--- src/rtl/stage2_bias_act_pool_pkg.sv ---
// Shared stage2 defines: datapath widths, image geometry and sizing helpers.
// Consumers select ReLU clamping with the ST2_RELU_EN macro.
package stage2_bias_act_pool_pkg;

  localparam int ST2_ACI_BW = 24;
  localparam int ST2_B_BW   = 16;
  localparam int ST2_O_BW   = 8;
  localparam int ST2_SHIFT  = 8;
  localparam int ST2_IMG_W  = 8;
  localparam int ST2_IMG_H  = 8;

  // Bias-add width: one guard bit over the wider operand so the sum never wraps.
  function automatic int st2_sum_bw(input int aci_bw, input int b_bw);
    return ((aci_bw > b_bw) ? aci_bw : b_bw) + 1;
  endfunction

endpackage

--- src/rtl/stage2_bias_act_pool_if.sv ---
// Sample-in / pooled-out stream bundle for stage2_bias_act_pool.
interface stage2_bias_act_pool_if
  import stage2_bias_act_pool_pkg::*;
#(
  parameter int ACI_BW = ST2_ACI_BW,
  parameter int O_BW   = ST2_O_BW
);
  logic                     i_in_valid;
  logic signed [ACI_BW-1:0] i_ci_acc;
  logic                     o_ot_valid;
  logic signed [O_BW-1:0]   o_ot_pool;
  logic                     o_frame_done;

  modport master (
    output i_in_valid, i_ci_acc,
    input  o_ot_valid, o_ot_pool, o_frame_done
  );

  modport slave (
    input  i_in_valid, i_ci_acc,
    output o_ot_valid, o_ot_pool, o_frame_done
  );
endinterface

--- src/rtl/stage2_bias_act_pool_act_quant.sv ---
// Stages A/B: bias add, arithmetic-shift requantisation and output clamp.
// ST2_RELU_EN selects a [0, max] clamp instead of symmetric saturation.
module stage2_act_quant
  import stage2_bias_act_pool_pkg::*;
#(
  parameter int ACI_BW = ST2_ACI_BW,
  parameter int B_BW   = ST2_B_BW,
  parameter int O_BW   = ST2_O_BW,
  parameter int SHIFT  = ST2_SHIFT
) (
  input  logic                     clk,
  input  logic                     reset_n,
  input  logic                     i_clear,
  input  logic signed [B_BW-1:0]   i_bias,
  input  logic                     i_in_valid,
  input  logic signed [ACI_BW-1:0] i_ci_acc,
  output logic                     o_act_valid,
  output logic signed [O_BW-1:0]   o_act
);
  localparam int SW = st2_sum_bw(ACI_BW, B_BW);
  localparam logic signed [SW-1:0] ACT_MAX = SW'((1 << (O_BW - 1)) - 1);
`ifdef ST2_RELU_EN
  localparam logic signed [SW-1:0] ACT_MIN = '0;
`else
  localparam logic signed [SW-1:0] ACT_MIN = SW'(-(1 << (O_BW - 1)));
`endif

  logic                   valid_a;
  logic signed [SW-1:0]   sum_a;
  logic signed [SW-1:0]   act_s;
  logic signed [O_BW-1:0] act_c;

  // Arithmetic shift floors toward minus infinity, then clamp into the output range.
  always_comb begin
    act_s = sum_a >>> SHIFT;
    if (act_s > ACT_MAX)      act_c = ACT_MAX[O_BW-1:0];
    else if (act_s < ACT_MIN) act_c = ACT_MIN[O_BW-1:0];
    else                      act_c = act_s[O_BW-1:0];
  end

  always_ff @(posedge clk or negedge reset_n) begin
    if (!reset_n) begin
      valid_a     <= 1'b0;
      sum_a       <= '0;
      o_act_valid <= 1'b0;
      o_act       <= '0;
    end else if (i_clear) begin
      valid_a     <= 1'b0;
      o_act_valid <= 1'b0;
    end else begin
      valid_a     <= i_in_valid;
      o_act_valid <= valid_a;
      if (i_in_valid)
        sum_a <= {{(SW-ACI_BW){i_ci_acc[ACI_BW-1]}}, i_ci_acc}
               + {{(SW-B_BW){i_bias[B_BW-1]}}, i_bias};
      if (valid_a)
        o_act <= act_c;
    end
  end
endmodule

--- src/rtl/stage2_bias_act_pool.sv ---
// Bias/activation followed by 2x2 max-pooling over a raster-order frame.
// ST2_RELU_EN (see stage2_act_quant) selects ReLU clamping.
module stage2_bias_act_pool
  import stage2_bias_act_pool_pkg::*;
#(
  parameter int ACI_BW = ST2_ACI_BW,
  parameter int B_BW   = ST2_B_BW,
  parameter int O_BW   = ST2_O_BW,
  parameter int SHIFT  = ST2_SHIFT,
  parameter int IMG_W  = ST2_IMG_W,
  parameter int IMG_H  = ST2_IMG_H
) (
  input  logic                   clk,
  input  logic                   reset_n,
  input  logic                   i_clear,
  input  logic signed [B_BW-1:0] i_bias,
  stage2_bias_act_pool_if.slave  bus
);
  localparam int CW = $clog2(IMG_W);
  localparam int RW = $clog2(IMG_H);
  localparam int PW = IMG_W / 2;
  localparam int LW = (PW > 1) ? $clog2(PW) : 1;

  logic                   act_valid;
  logic signed [O_BW-1:0] act;
  logic signed [O_BW-1:0] hold;
  logic signed [O_BW-1:0] hmax;
  logic signed [O_BW-1:0] lb_rd;
  logic signed [O_BW-1:0] linebuf [PW];
  logic [CW-1:0]          col;
  logic [RW-1:0]          row;
  logic [LW-1:0]          idx;
  logic                   last_col;
  logic                   last_row;
  logic                   ot_valid;
  logic                   frame_done;
  logic signed [O_BW-1:0] ot_pool;

  stage2_act_quant #(
    .ACI_BW (ACI_BW),
    .B_BW   (B_BW),
    .O_BW   (O_BW),
    .SHIFT  (SHIFT)
  ) u_act_quant (
    .clk         (clk),
    .reset_n     (reset_n),
    .i_clear     (i_clear),
    .i_bias      (i_bias),
    .i_in_valid  (bus.i_in_valid),
    .i_ci_acc    (bus.i_ci_acc),
    .o_act_valid (act_valid),
    .o_act       (act)
  );

  always_comb begin
    idx      = LW'(col >> 1);
    hmax     = (act > hold) ? act : hold;
    lb_rd    = linebuf[idx];
    last_col = (col == CW'(IMG_W - 1));
    last_row = (row == RW'(IMG_H - 1));
  end

  // Even rows park their horizontal maxima here for the odd row below.
  always_ff @(posedge clk) begin
    if (act_valid && !i_clear && col[0] && !row[0])
      linebuf[idx] <= hmax;
  end

  always_ff @(posedge clk or negedge reset_n) begin
    if (!reset_n) begin
      col        <= '0;
      row        <= '0;
      hold       <= '0;
      ot_valid   <= 1'b0;
      ot_pool    <= '0;
      frame_done <= 1'b0;
    end else if (i_clear) begin
      col        <= '0;
      row        <= '0;
      hold       <= '0;
      ot_valid   <= 1'b0;
      frame_done <= 1'b0;
    end else begin
      ot_valid   <= 1'b0;
      frame_done <= 1'b0;
      if (act_valid) begin
        if (!col[0]) begin
          hold <= act;
        end else if (row[0]) begin
          ot_pool    <= (lb_rd > hmax) ? lb_rd : hmax;
          ot_valid   <= 1'b1;
          frame_done <= last_col && last_row;
        end
        if (last_col) begin
          col <= '0;
          row <= last_row ? '0 : row + 1'b1;
        end else begin
          col <= col + 1'b1;
        end
      end
    end
  end

  assign bus.o_ot_valid   = ot_valid;
  assign bus.o_ot_pool    = ot_pool;
  assign bus.o_frame_done = frame_done;
endmodule

--- src/flat_wrapper.sv ---
// flat-port wrapper written by rule: the top's interface ports become plain ports
module stage2_bias_act_pool_flat import stage2_bias_act_pool_pkg::*;
#(
  parameter int ACI_BW = ST2_ACI_BW,
  parameter int B_BW   = ST2_B_BW,
  parameter int O_BW   = ST2_O_BW,
  parameter int SHIFT  = ST2_SHIFT,
  parameter int IMG_W  = ST2_IMG_W,
  parameter int IMG_H  = ST2_IMG_H
)
  (clk, reset_n, i_clear, i_bias, bus_i_in_valid, bus_i_ci_acc, bus_o_ot_valid, bus_o_ot_pool, bus_o_frame_done);
  stage2_bias_act_pool_if #(.ACI_BW(ACI_BW), .O_BW(O_BW)) bus_i ();
  input  logic clk;
  input  logic reset_n;
  input  logic i_clear;
  input  logic signed [B_BW-1:0] i_bias;
  input wire logic [$bits(bus_i.i_in_valid)-1:0] bus_i_in_valid;
  input wire logic [$bits(bus_i.i_ci_acc)-1:0] bus_i_ci_acc;
  output wire logic [$bits(bus_i.o_ot_valid)-1:0] bus_o_ot_valid;
  output wire logic [$bits(bus_i.o_ot_pool)-1:0] bus_o_ot_pool;
  output wire logic [$bits(bus_i.o_frame_done)-1:0] bus_o_frame_done;
  assign bus_i.i_in_valid = bus_i_in_valid;
  assign bus_i.i_ci_acc = bus_i_ci_acc;
  assign bus_o_ot_valid = bus_i.o_ot_valid;
  assign bus_o_ot_pool = bus_i.o_ot_pool;
  assign bus_o_frame_done = bus_i.o_frame_done;
  stage2_bias_act_pool #(.ACI_BW(ACI_BW), .B_BW(B_BW), .O_BW(O_BW), .SHIFT(SHIFT), .IMG_W(IMG_W), .IMG_H(IMG_H)) u_core (.clk(clk), .reset_n(reset_n), .i_clear(i_clear), .i_bias(i_bias), .bus(bus_i));
endmodule
--- config.mk ---
export PLATFORM = sky130hd
export DESIGN_NAME = stage2_bias_act_pool_flat
export DESIGN_NICKNAME = d
export VERILOG_FILES = /design/src/rtl/stage2_bias_act_pool_pkg.sv /design/src/rtl/stage2_bias_act_pool_if.sv /design/src/rtl/stage2_bias_act_pool_act_quant.sv /design/src/rtl/stage2_bias_act_pool.sv /design/src/flat_wrapper.sv
export SDC_FILE = /design/constraint.sdc
export NUM_CORES = 1
export LEC_CHECK = 0
export BUFFER_PORTS_ARGS = -buffer_cell sky130_fd_sc_hd__buf_4
export CAP_MARGIN = 20
export CORE_UTILIZATION = 59
export CTS_CLUSTER_SIZE = 25
export DETAILED_ROUTE_END_ITERATION = 10
export PLACE_DENSITY = 0.86
export RECOVER_POWER = 100
export SLEW_MARGIN = 40
export SYNTH_ARGS = -nofsm -noshare
export SYNTH_HDL_FRONTEND = slang
export SYNTH_HIERARCHICAL = 1
export SYNTH_SLANG_ARGS = --single-unit
--- constraint.sdc ---
create_clock -name clk -period 3.9 [get_ports clk]
set_clock_uncertainty 0.1 [all_clocks]
set_input_delay 0.78 -clock clk [delete_from_list [all_inputs] [get_ports clk]]
set_output_delay 0.78 -clock clk [all_outputs]
set_load 0.02 [all_outputs]
==> impl_metrics.xml, run 1 <==
<?xml version="1.0" encoding="UTF-8"?>
<metrics>
  <group name="timing">
    <metric name="period_share" unit="%">93.6</metric>
    <metric name="slew-limit-headroom" unit="%">-82.9</metric>
    <metric name="grt_setup_unrepaired" unit="">false</metric>
    <metric name="max_clock_freq" unit="MHz">274</metric>
    <metric name="tightest_slew" unit="ns">2.74</metric>
    <metric name="post-route-worst-setup-slack" unit="ns">0.250</metric>
    <metric name="hold_violation_total_from_the_final_report" unit="">0</metric>
    <metric name="drv_slew" unit="">52</metric>
    <metric name="finalSetupViolations" unit="">0</metric>
    <metric name="post-route-min-period" unit="ns">3.65</metric>
    <metric name="worst_hold_slack_after_final_layout" unit="ns">0.389</metric>
    <metric name="finalSetupTns" unit="ns">0</metric>
  </group>
  <group name="grt">
    <metric name="grt.total_usage" unit="%">26.5</metric>
    <metric name="grt_remaining_overflow" unit="">0</metric>
    <metric name="number_of_antenna_violations_at_the_first_check_in_global_routing" unit="">0</metric>
    <metric name="grt_first_pass_wirelength" unit="um">17500</metric>
    <metric name="grt_start_max_net_pins" unit="">52</metric>
    <metric name="number_of_global_route_vias_before_repair" unit="">3799</metric>
  </group>
  <group name="synth">
    <metric name="synth-async-reset-ratio" unit="%">61.4</metric>
    <metric name="postSynthNetCount" unit="">545</metric>
    <metric name="cell_count_after_synthesis" unit="">458</metric>
    <metric name="ys_ff_latch" unit="">83</metric>
    <metric name="synth.lib_cells_used.distinct" unit="">59</metric>
    <metric name="synth.avg_cell_area" unit="um2">10.5</metric>
    <metric name="synth_enable_flop_cells" unit="">32</metric>
    <metric name="ys.flop_type" unit="">sky130_fd_sc_hd__dfrtp_1</metric>
    <metric name="synth_sequential_area_ratio" unit="%">46.5</metric>
    <metric name="synth_area" unit="um2">4810</metric>
    <metric name="synth-warning-count" unit="">6</metric>
  </group>
  <group name="routing">
    <metric name="routed_via_density" unit="">6.40</metric>
    <metric name="vias" unit="">3995</metric>
    <metric name="detail_route.iter0.violations" unit="">247</metric>
    <metric name="detail_route.wirelength" unit="um">10800</metric>
    <metric name="wl_per_cell" unit="um">17.3</metric>
    <metric name="detailed_routing_iteration_count_for_the_pre_antenna_repair_pass" unit="">5</metric>
    <metric name="drc_errors" unit="">0</metric>
    <metric name="ant_nets" unit="">0</metric>
  </group>
  <group name="placement">
    <metric name="dp_wirelength" unit="um">8060</metric>
    <metric name="numPortBuffers" unit="">53</metric>
    <metric name="globalplace.congestion" unit="">0.907</metric>
    <metric name="preCtsSetupSlack" unit="ns">0.243</metric>
    <metric name="number_of_placed_instances_with_taps_included" unit="">603</metric>
  </group>
  <group name="die">
    <metric name="die-area" unit="um2">8520</metric>
    <metric name="die_y" unit="um">92.3</metric>
    <metric name="rows" unit="">32</metric>
    <metric name="floorplan.initialDensity" unit="%">61.6</metric>
    <metric name="die_width" unit="um">92.3</metric>
    <metric name="i_o_pin_cnt" unit="">54</metric>
    <metric name="coreArea" unit="um2">7810</metric>
  </group>
  <group name="worst_setup_path">
    <metric name="critPathTopFamily" unit="">compound AO/OA/AOI/OAI gates</metric>
    <metric name="critical_path.cell_chain" unit="">inv_1, ha_1, nand4_1, o32ai_1, a31oi_1, a21oi_4, buf_4, mux2i_1, inv_1, ha_1, nor2b_1, o211ai_1, a221o_2, a21oi_4, a22oi_1, o21ai_1</metric>
    <metric name="timing.critical_path.from_type" unit="">flop</metric>
    <metric name="worst-path-max-fanout" unit="">8</metric>
    <metric name="worst_ep_arrival_time" unit="ns">3.82</metric>
    <metric name="timing_worst_setup_path_type" unit="">reg2reg</metric>
    <metric name="cp.buffers_inverters" unit="">3</metric>
    <metric name="critPathMaxStageDelay" unit="ns">0.44</metric>
    <metric name="worst-endpoint-required" unit="ns">4.07</metric>
    <metric name="cp_slowest_cell" unit="">sky130_fd_sc_hd__a221o_2</metric>
    <metric name="critical_path.endpoint_type" unit="">flop</metric>
  </group>
  <group name="clocking">
    <metric name="holdBufCountCts" unit="">0</metric>
    <metric name="cts-htree-levels" unit="">3</metric>
    <metric name="cts-root-to-sink-buffers" unit="">2</metric>
    <metric name="ctsRootBufferMaster" unit="">sky130_fd_sc_hd__clkbuf_8</metric>
    <metric name="clock_sink_count" unit="">83</metric>
    <metric name="cts.reportedPaths.clkPinSlew" unit="ns">0.08</metric>
    <metric name="cts_buffers" unit="">9</metric>
    <metric name="clk_latency" unit="ns">0.36</metric>
    <metric name="cts_tree" unit="">built</metric>
  </group>
  <group name="run_status">
    <metric name="outcome" unit="">finished, violations left</metric>
    <metric name="violations" unit="">max-capacitance violations, max-slew violations</metric>
  </group>
  <group name="finish">
    <metric name="layout.cells.non_filler" unit="">624</metric>
    <metric name="area_growth" unit="%">13.6</metric>
    <metric name="fin_nets" unit="">604</metric>
    <metric name="antenna_cells_inserted" unit="">0</metric>
    <metric name="layout-drive-gt1-share" unit="%">16.1</metric>
  </group>
  <group name="power_and_ir_drop">
    <metric name="powerDensity" unit="nW/um2">426</metric>
    <metric name="ir_worst_vdd" unit="V">0.000181</metric>
    <metric name="leakagePower" unit="nW">2.31</metric>
  </group>
  <group name="flow_run">
    <metric name="drv_cap" unit="">1</metric>
  </group>
  <group name="worst_hold_path">
    <metric name="worst_hold_path_type" unit="">reg2reg</metric>
  </group>
</metrics>
[stage by stage]
stage               total power [mW]  cell area [um2]  utilization, %
floorplan                       1.55             4810               -
global placement                1.70             5300            67.9
detailed placement              1.75             5300            67.9
CTS                             2.28             5470            70.1
global route                    2.45             5470            70.0
finish                          2.33             5470            70.0
[path summary, 6_finish.rpt]
path                                                   start                            to  slack, ns  depth (start not counted)
worst max-delay path                          u_core/hold[6]       u_core/bus.o_ot_pool[0]       0.25                         16
worst min-delay path            u_core/u_act_quant/sum_a[12]  u_core/u_act_quant/sum_a[12]       0.39                          2
worst max register to register                u_core/hold[6]       u_core/bus.o_ot_pool[0]       0.25                         16
worst min register to register  u_core/u_act_quant/sum_a[12]  u_core/u_act_quant/sum_a[12]       0.39                          2
max in group asynchronous                            reset_n                u_core/hold[5]       0.95                          1
min in group asynchronous                            reset_n       u_core/bus.o_ot_pool[4]       1.18                          1
[repair_timing]
| action | 4_1_cts | 5_1_grt |
|---|---|---|
| endpoints found under the setup margin | 0 | 8 |
| setup buffers | 0 | 5 |
| resized for setup | 0 | 2 |
[cells in the mapped netlist, types with 3 or more instances]
library cell / count / share of area [%]
sky130_fd_sc_hd__dfrtp_1: 51 / 27
sky130_fd_sc_hd__nand2_1: 49 / 3.8
sky130_fd_sc_hd__ha_1: 43 / 11
sky130_fd_sc_hd__a21oi_1: 37 / 3.8
sky130_fd_sc_hd__edfxtp_1: 32 / 20
sky130_fd_sc_hd__nor2_1: 29 / 2.3
sky130_fd_sc_hd__inv_1: 24 / 1.9
sky130_fd_sc_hd__nand3_1: 16 / 1.7
sky130_fd_sc_hd__o21ai_0: 13 / 1.4
sky130_fd_sc_hd__a21o_1: 10 / 1.6
sky130_fd_sc_hd__mux2i_1: 10 / 2.1
sky130_fd_sc_hd__nor3_1: 10 / 1.0
sky130_fd_sc_hd__a22oi_1: 9 / 1.4
sky130_fd_sc_hd__clkbuf_1: 9 / 0.70
sky130_fd_sc_hd__mux4_2: 8 / 3.7
sky130_fd_sc_hd__o21ai_1: 8 / 0.83
sky130_fd_sc_hd__and3_1: 6 / 0.78
sky130_fd_sc_hd__nand4_1: 6 / 0.78
sky130_fd_sc_hd__o31ai_1: 5 / 0.78
sky130_fd_sc_hd__xnor2_1: 5 / 0.91
sky130_fd_sc_hd__a211o_1: 4 / 0.73
sky130_fd_sc_hd__a211oi_1: 4 / 0.62
sky130_fd_sc_hd__a31oi_1: 4 / 0.52
sky130_fd_sc_hd__nor2b_1: 4 / 0.52
sky130_fd_sc_hd__nor4_1: 4 / 0.52
sky130_fd_sc_hd__o2111ai_1: 4 / 0.73
sky130_fd_sc_hd__or2_2: 4 / 0.52
sky130_fd_sc_hd__buf_2: 3 / 0.31
sky130_fd_sc_hd__nand3b_1: 3 / 0.47
sky130_fd_sc_hd__nor4b_1: 3 / 0.55
sky130_fd_sc_hd__o211ai_1: 3 / 0.47
sky130_fd_sc_hd__o21a_1: 3 / 0.47
sky130_fd_sc_hd__or3_1: 3 / 0.39
sky130_fd_sc_hd__or4_1: 3 / 0.47
[placed cells by master, fill, tap and decap left out, types with 10 or more instances in the layout]
cell type / n
sky130_fd_sc_hd__nor3_1: 10
sky130_fd_sc_hd__inv_1: 24
sky130_fd_sc_hd__a21o_1: 10
sky130_fd_sc_hd__nand3_1: 16
sky130_fd_sc_hd__a21oi_1: 37
sky130_fd_sc_hd__dfrtp_1: 51
sky130_fd_sc_hd__clkbuf_1: 18
sky130_fd_sc_hd__buf_4: 46
sky130_fd_sc_hd__nor2_1: 29
sky130_fd_sc_hd__nand2_1: 49
sky130_fd_sc_hd__edfxtp_1: 32
sky130_fd_sc_hd__ha_1: 43
sky130_fd_sc_hd__o21ai_0: 13
[per-layer routing]
layer | up-vias | wire length (um) | track usage, %
li1 | 1850 | - | -
met1 | 1925 | 4590 | 33.8
met2 | 188 | 5230 | 43.8
met3 | 32 | 663 | 4.02
met4 | 0 | 328 | 13.9
met5 | - | 0 | 0
[registers in the layout (all words and copies together) (netlist names)]
signal,flops
u_core/linebuf,32
u_core/row,3
u_core/bus.o_frame_done,1
u_core/u_act_quant/o_act,8
u_core/u_act_quant/valid_a,1
u_core/u_act_quant/sum_a,17
u_core/bus.o_ot_valid,1
u_core/col,3
u_core/u_act_quant/o_act_valid,1
u_core/hold,8
u_core/bus.o_ot_pool,8
[final cells by class]
cell class / count / area, um2
Timing Repair Buffer: 62 / 405
Inverter: 25 / 93.8
Fill cell: 587 / 2340
Sequential cell: 83 / 2240
Tap cell: 102 / 128
Clock buffer: 11 / 131
Clock inverter: 5 / 37.5
Multi-Input combinational cell: 336 / 2430
[kinds of logic (layout without fill, tap and decap cells)]
| group | count (synthesis) | count (layout) | synth area share (%) |
|---|---|---|---|
| AO/OA/AOI/OAI | 123 | 123 | 17.3 |
| XOR/XNOR | 6 | 6 | 1.09 |
| adder cells (fa/ha/maj) | 43 | 43 | 11.2 |
| buffers and inverters | 39 | 103 | 3.28 |
| flip-flops | 83 | 83 | 46.5 |
| multiplexers | 19 | 19 | 6.06 |
| AND/OR/NAND/NOR | 145 | 145 | 14.6 |
[tightest hold or removal path, cell delays in order (launching register included)]
cell and delay, ns:
sky130_fd_sc_hd__dfrtp_1 0.35, sky130_fd_sc_hd__nand2_1 0.05, sky130_fd_sc_hd__o31ai_1 0.05
[report_power, final]
part | total (mW) | switching [mW] | internal [mW] | leakage [nW]
registers | 1.09 | 0.0677 | 1.02 | 0.939
clock network | 0.539 | 0.304 | 0.235 | 0.0803
logic | 0.701 | 0.403 | 0.298 | 1.29
(Power assumes the default switching activity.)
==> inputs of run 2 (changes only) <==
- CORE_UTILIZATION: 59 -> 60
- PLACE_DENSITY: 0.86 -> 0.87
- SYNTH_HIERARCHICAL: 1 -> unset
==> impl_metrics.xml, run 2 <==
<?xml version="1.0" encoding="UTF-8"?>
<metrics>
  <group name="run_status">
    <metric name="outcome" unit="">finished, violations left</metric>
    <metric name="violations" unit="">max-capacitance violations, max-slew violations</metric>
  </group>
  <group name="finish">
    <metric name="largest_register_ff_count" unit="">32</metric>
    <metric name="layout.cells.most_common" unit="">sky130_fd_sc_hd__nand2_1</metric>
    <metric name="registers.top_by_ff_count" unit="">u_core.linebuf</metric>
    <metric name="antenna_cells_inserted" unit="">0</metric>
    <metric name="most-common-layout-cells" unit="">sky130_fd_sc_hd__nand2_1, sky130_fd_sc_hd__a21oi_1, sky130_fd_sc_hd__dfrtp_1</metric>
    <metric name="top_regs" unit="">u_core.linebuf x32, u_core.u_act_quant.sum_a x17</metric>
    <metric name="fin_nets" unit="">679</metric>
    <metric name="final_cell_area" unit="um2">5930</metric>
    <metric name="layout-drive-gt1-share" unit="%">15.1</metric>
    <metric name="fillCellCount" unit="">644</metric>
    <metric name="final_core_util" unit="%">71.8</metric>
    <metric name="area_growth" unit="%">14.8</metric>
  </group>
  <group name="clocking">
    <metric name="ctsRootBufferMaster" unit="">sky130_fd_sc_hd__clkbuf_8</metric>
    <metric name="cts-htree-levels" unit="">3</metric>
    <metric name="clock_sink_count" unit="">83</metric>
    <metric name="clk_latency" unit="ns">0.35</metric>
    <metric name="cts_tree" unit="">built</metric>
    <metric name="cts_buffers" unit="">9</metric>
    <metric name="cts-root-to-sink-buffers" unit="">2</metric>
    <metric name="holdBufCountCts" unit="">0</metric>
    <metric name="cts.reportedPaths.clkPinSlew" unit="ns">0.08</metric>
  </group>
  <group name="die">
    <metric name="floorplan.initialDensity" unit="%">62.6</metric>
    <metric name="coreArea" unit="um2">8260</metric>
    <metric name="i_o_pin_cnt" unit="">54</metric>
    <metric name="die_y" unit="um">94.8</metric>
    <metric name="rows" unit="">33</metric>
    <metric name="die_width" unit="um">94.8</metric>
    <metric name="die-area" unit="um2">8990</metric>
  </group>
  <group name="routing">
    <metric name="detail_route.wirelength" unit="um">11900</metric>
    <metric name="ant_nets" unit="">0</metric>
    <metric name="detailed_routing_iteration_count_for_the_pre_antenna_repair_pass" unit="">7</metric>
    <metric name="routed_via_density" unit="">6.14</metric>
    <metric name="wl_per_cell" unit="um">17.0</metric>
    <metric name="detail_route.iter0.violations" unit="">211</metric>
    <metric name="drc_errors" unit="">0</metric>
    <metric name="vias" unit="">4307</metric>
  </group>
  <group name="worst_setup_path">
    <metric name="reg2regPathDepth" unit="">14</metric>
    <metric name="worst_ep_arrival_time" unit="ns">3.88</metric>
    <metric name="timing.critical_path.from_type" unit="">flop</metric>
    <metric name="cp.buffers_inverters" unit="">1</metric>
    <metric name="critPathMaxStageDelay" unit="ns">0.41</metric>
    <metric name="worst-r2r-setup-slack" unit="ns">0.15</metric>
    <metric name="critical_path.endpoint_type" unit="">flop</metric>
    <metric name="critical_path_cell_count" unit="">14</metric>
    <metric name="worst-path-max-fanout" unit="">9</metric>
    <metric name="worst-endpoint-required" unit="ns">4.03</metric>
    <metric name="critical_path.cell_chain" unit="">inv_1, ha_1, nand2_1, a211o_1, o211a_4, mux2_1, o221ai_1, ha_1, nand3_1, o21ai_0, a21oi_1, o21a_1, nor3_1, a221o_1</metric>
    <metric name="crit_top_cell" unit="">sky130_fd_sc_hd__ha_1</metric>
    <metric name="critPathTopFamily" unit="">compound AO/OA/AOI/OAI gates</metric>
    <metric name="cp_slowest_cell" unit="">sky130_fd_sc_hd__dfrtp_1</metric>
    <metric name="timing_worst_setup_path_type" unit="">reg2reg</metric>
  </group>
  <group name="synth">
    <metric name="cell_count_after_synthesis" unit="">533</metric>
    <metric name="synth_area_leaders" unit="">sky130_fd_sc_hd__dfrtp_1, sky130_fd_sc_hd__edfxtp_1, sky130_fd_sc_hd__ha_1, sky130_fd_sc_hd__nand2_1, sky130_fd_sc_hd__a21oi_1</metric>
    <metric name="synth.avg_cell_area" unit="um2">9.70</metric>
    <metric name="synth-warning-count" unit="">0</metric>
    <metric name="synth_sequential_area_ratio" unit="%">43.3</metric>
    <metric name="yosysMostFrequentCell" unit="">sky130_fd_sc_hd__nand2_1</metric>
    <metric name="netlist_top_cells_count" unit="">sky130_fd_sc_hd__nand2_1, sky130_fd_sc_hd__a21oi_1, sky130_fd_sc_hd__dfrtp_1</metric>
    <metric name="synth.lib_cells_used.distinct" unit="">61</metric>
    <metric name="synth-async-reset-ratio" unit="%">61.4</metric>
    <metric name="synthDominantAreaCellType" unit="">sky130_fd_sc_hd__dfrtp_1</metric>
    <metric name="ys.flop_type" unit="">sky130_fd_sc_hd__dfrtp_1</metric>
    <metric name="synthDominantCellAreaShare" unit="%">24.7</metric>
    <metric name="synth_area" unit="um2">5170</metric>
    <metric name="synth_enable_flop_cells" unit="">32</metric>
    <metric name="ys_ff_latch" unit="">83</metric>
    <metric name="postSynthNetCount" unit="">620</metric>
  </group>
  <group name="flow_run">
    <metric name="drv_cap" unit="">1</metric>
  </group>
  <group name="grt">
    <metric name="number_of_antenna_violations_at_the_first_check_in_global_routing" unit="">0</metric>
    <metric name="grt_first_pass_wirelength" unit="um">19400</metric>
    <metric name="grt_remaining_overflow" unit="">0</metric>
    <metric name="number_of_global_route_vias_before_repair" unit="">4246</metric>
    <metric name="grt.total_usage" unit="%">27.9</metric>
    <metric name="grt_start_max_net_pins" unit="">52</metric>
  </group>
  <group name="worst_hold_path">
    <metric name="worst_hold_path_type" unit="">reg2reg</metric>
    <metric name="min_path_cells" unit="">2</metric>
  </group>
  <group name="power_and_ir_drop">
    <metric name="leakagePower" unit="nW">2.46</metric>
    <metric name="ir_worst_vdd" unit="V">0.000233</metric>
    <metric name="powerDensity" unit="nW/um2">461</metric>
    <metric name="power" unit="mW">2.74</metric>
  </group>
  <group name="placement">
    <metric name="globalplace.congestion" unit="">0.913</metric>
    <metric name="dp_wirelength" unit="um">8580</metric>
    <metric name="placed_cell_area" unit="um2">5710</metric>
    <metric name="numPortBuffers" unit="">53</metric>
  </group>
  <group name="timing">
    <metric name="post-route-min-period" unit="ns">3.75</metric>
    <metric name="worst_hold_slack_after_final_layout" unit="ns">0.389</metric>
    <metric name="period_share" unit="%">96.3</metric>
    <metric name="slew-limit-headroom" unit="%">-74.7</metric>
    <metric name="finalSetupViolations" unit="">0</metric>
    <metric name="tightest_slew" unit="ns">2.62</metric>
    <metric name="drv_slew" unit="">52</metric>
    <metric name="max_clock_freq" unit="MHz">266</metric>
    <metric name="hold_violation_total_from_the_final_report" unit="">0</metric>
  </group>
</metrics>
## run 2: cell type report
type	count	area, um2	area share, %
Clock buffer	10	128	2.15
Sequential cell	83	2240	37.7
Tap cell	105	131	2.21
Clock inverter	6	87.6	1.48
Inverter	31	116	1.96
Timing Repair Buffer	68	435	7.34
Multi-Input combinational cell	399	2800	47.2
## run 2: final timing paths
| kind | start | endpoint |
|---|---|---|
| max in group asynchronous | reset_n | u_core.u_act_quant.sum_a[21] |
| min in group asynchronous | reset_n | u_core.bus.o_ot_valid |
| min | u_core.u_act_quant.sum_a[13] | u_core.u_act_quant.sum_a[13] |
| min reg2reg | u_core.u_act_quant.sum_a[13] | u_core.u_act_quant.sum_a[13] |
| max reg2reg | u_core.hold[6] | u_core.bus.o_ot_pool[0] |
| max | u_core.hold[6] | u_core.bus.o_ot_pool[0] |
## run 2: where the power goes
group | internal (mW) | leakage, nW | total [mW] | switching, mW
Clock | 0.363 | 0.111 | 0.666 | 0.303
Sequential | 1.03 | 0.937 | 1.09 | 0.0644
Combinational | 0.390 | 1.41 | 0.979 | 0.589
Total | 1.78 | 2.46 | 2.74 | 0.956
## run 2: tightest hold or removal path: stages, from the launching register on
cell,delay (ns)
sky130_fd_sc_hd__dfrtp_1,0.35
sky130_fd_sc_hd__nand2_1,0.05
sky130_fd_sc_hd__o21ai_0,0.06
## run 2: routing by layer
layer	global-route usage (%)	share of wire, %	vias up
li1	-	-	2101
met1	34.9	42	2031
met2	47.0	51	139
met3	3.30	4.2	36
met4	15.0	3.6	0
met5	0	0	-
## run 2: cells by family after synthesis
logic type / Yosys count / synth area share [%]
xor gates and xnor gates: 8 / 1.36
buffers and inverters: 51 / 3.95
DFF: 83 / 43.3
AOI/OAI and AO/OA: 135 / 17.4
muxes: 17 / 5.42
adders and majority gates: 43 / 10.4
and+or+nand+nor: 196 / 18.2
## run 2: repair_timing
action	in CTS	in global routing
resized for setup	3	13
setup endpoints to repair	7	8
pin swaps	0	3
hold endpoints to repair	0	0
buffers inserted	0	2
## run 2: through the flow
stage,setup TNS (ns),cells,setup slack (ns)
2_1_floorplan,0,533,0.327
3_5_place_dp,-0.112,684,-0.0397
5_1_grt,-0.0586,702,-0.0543
6_report,0,702,0.145
4_1_cts,0,700,0.0875
3_3_place_gp,0,684,0.113
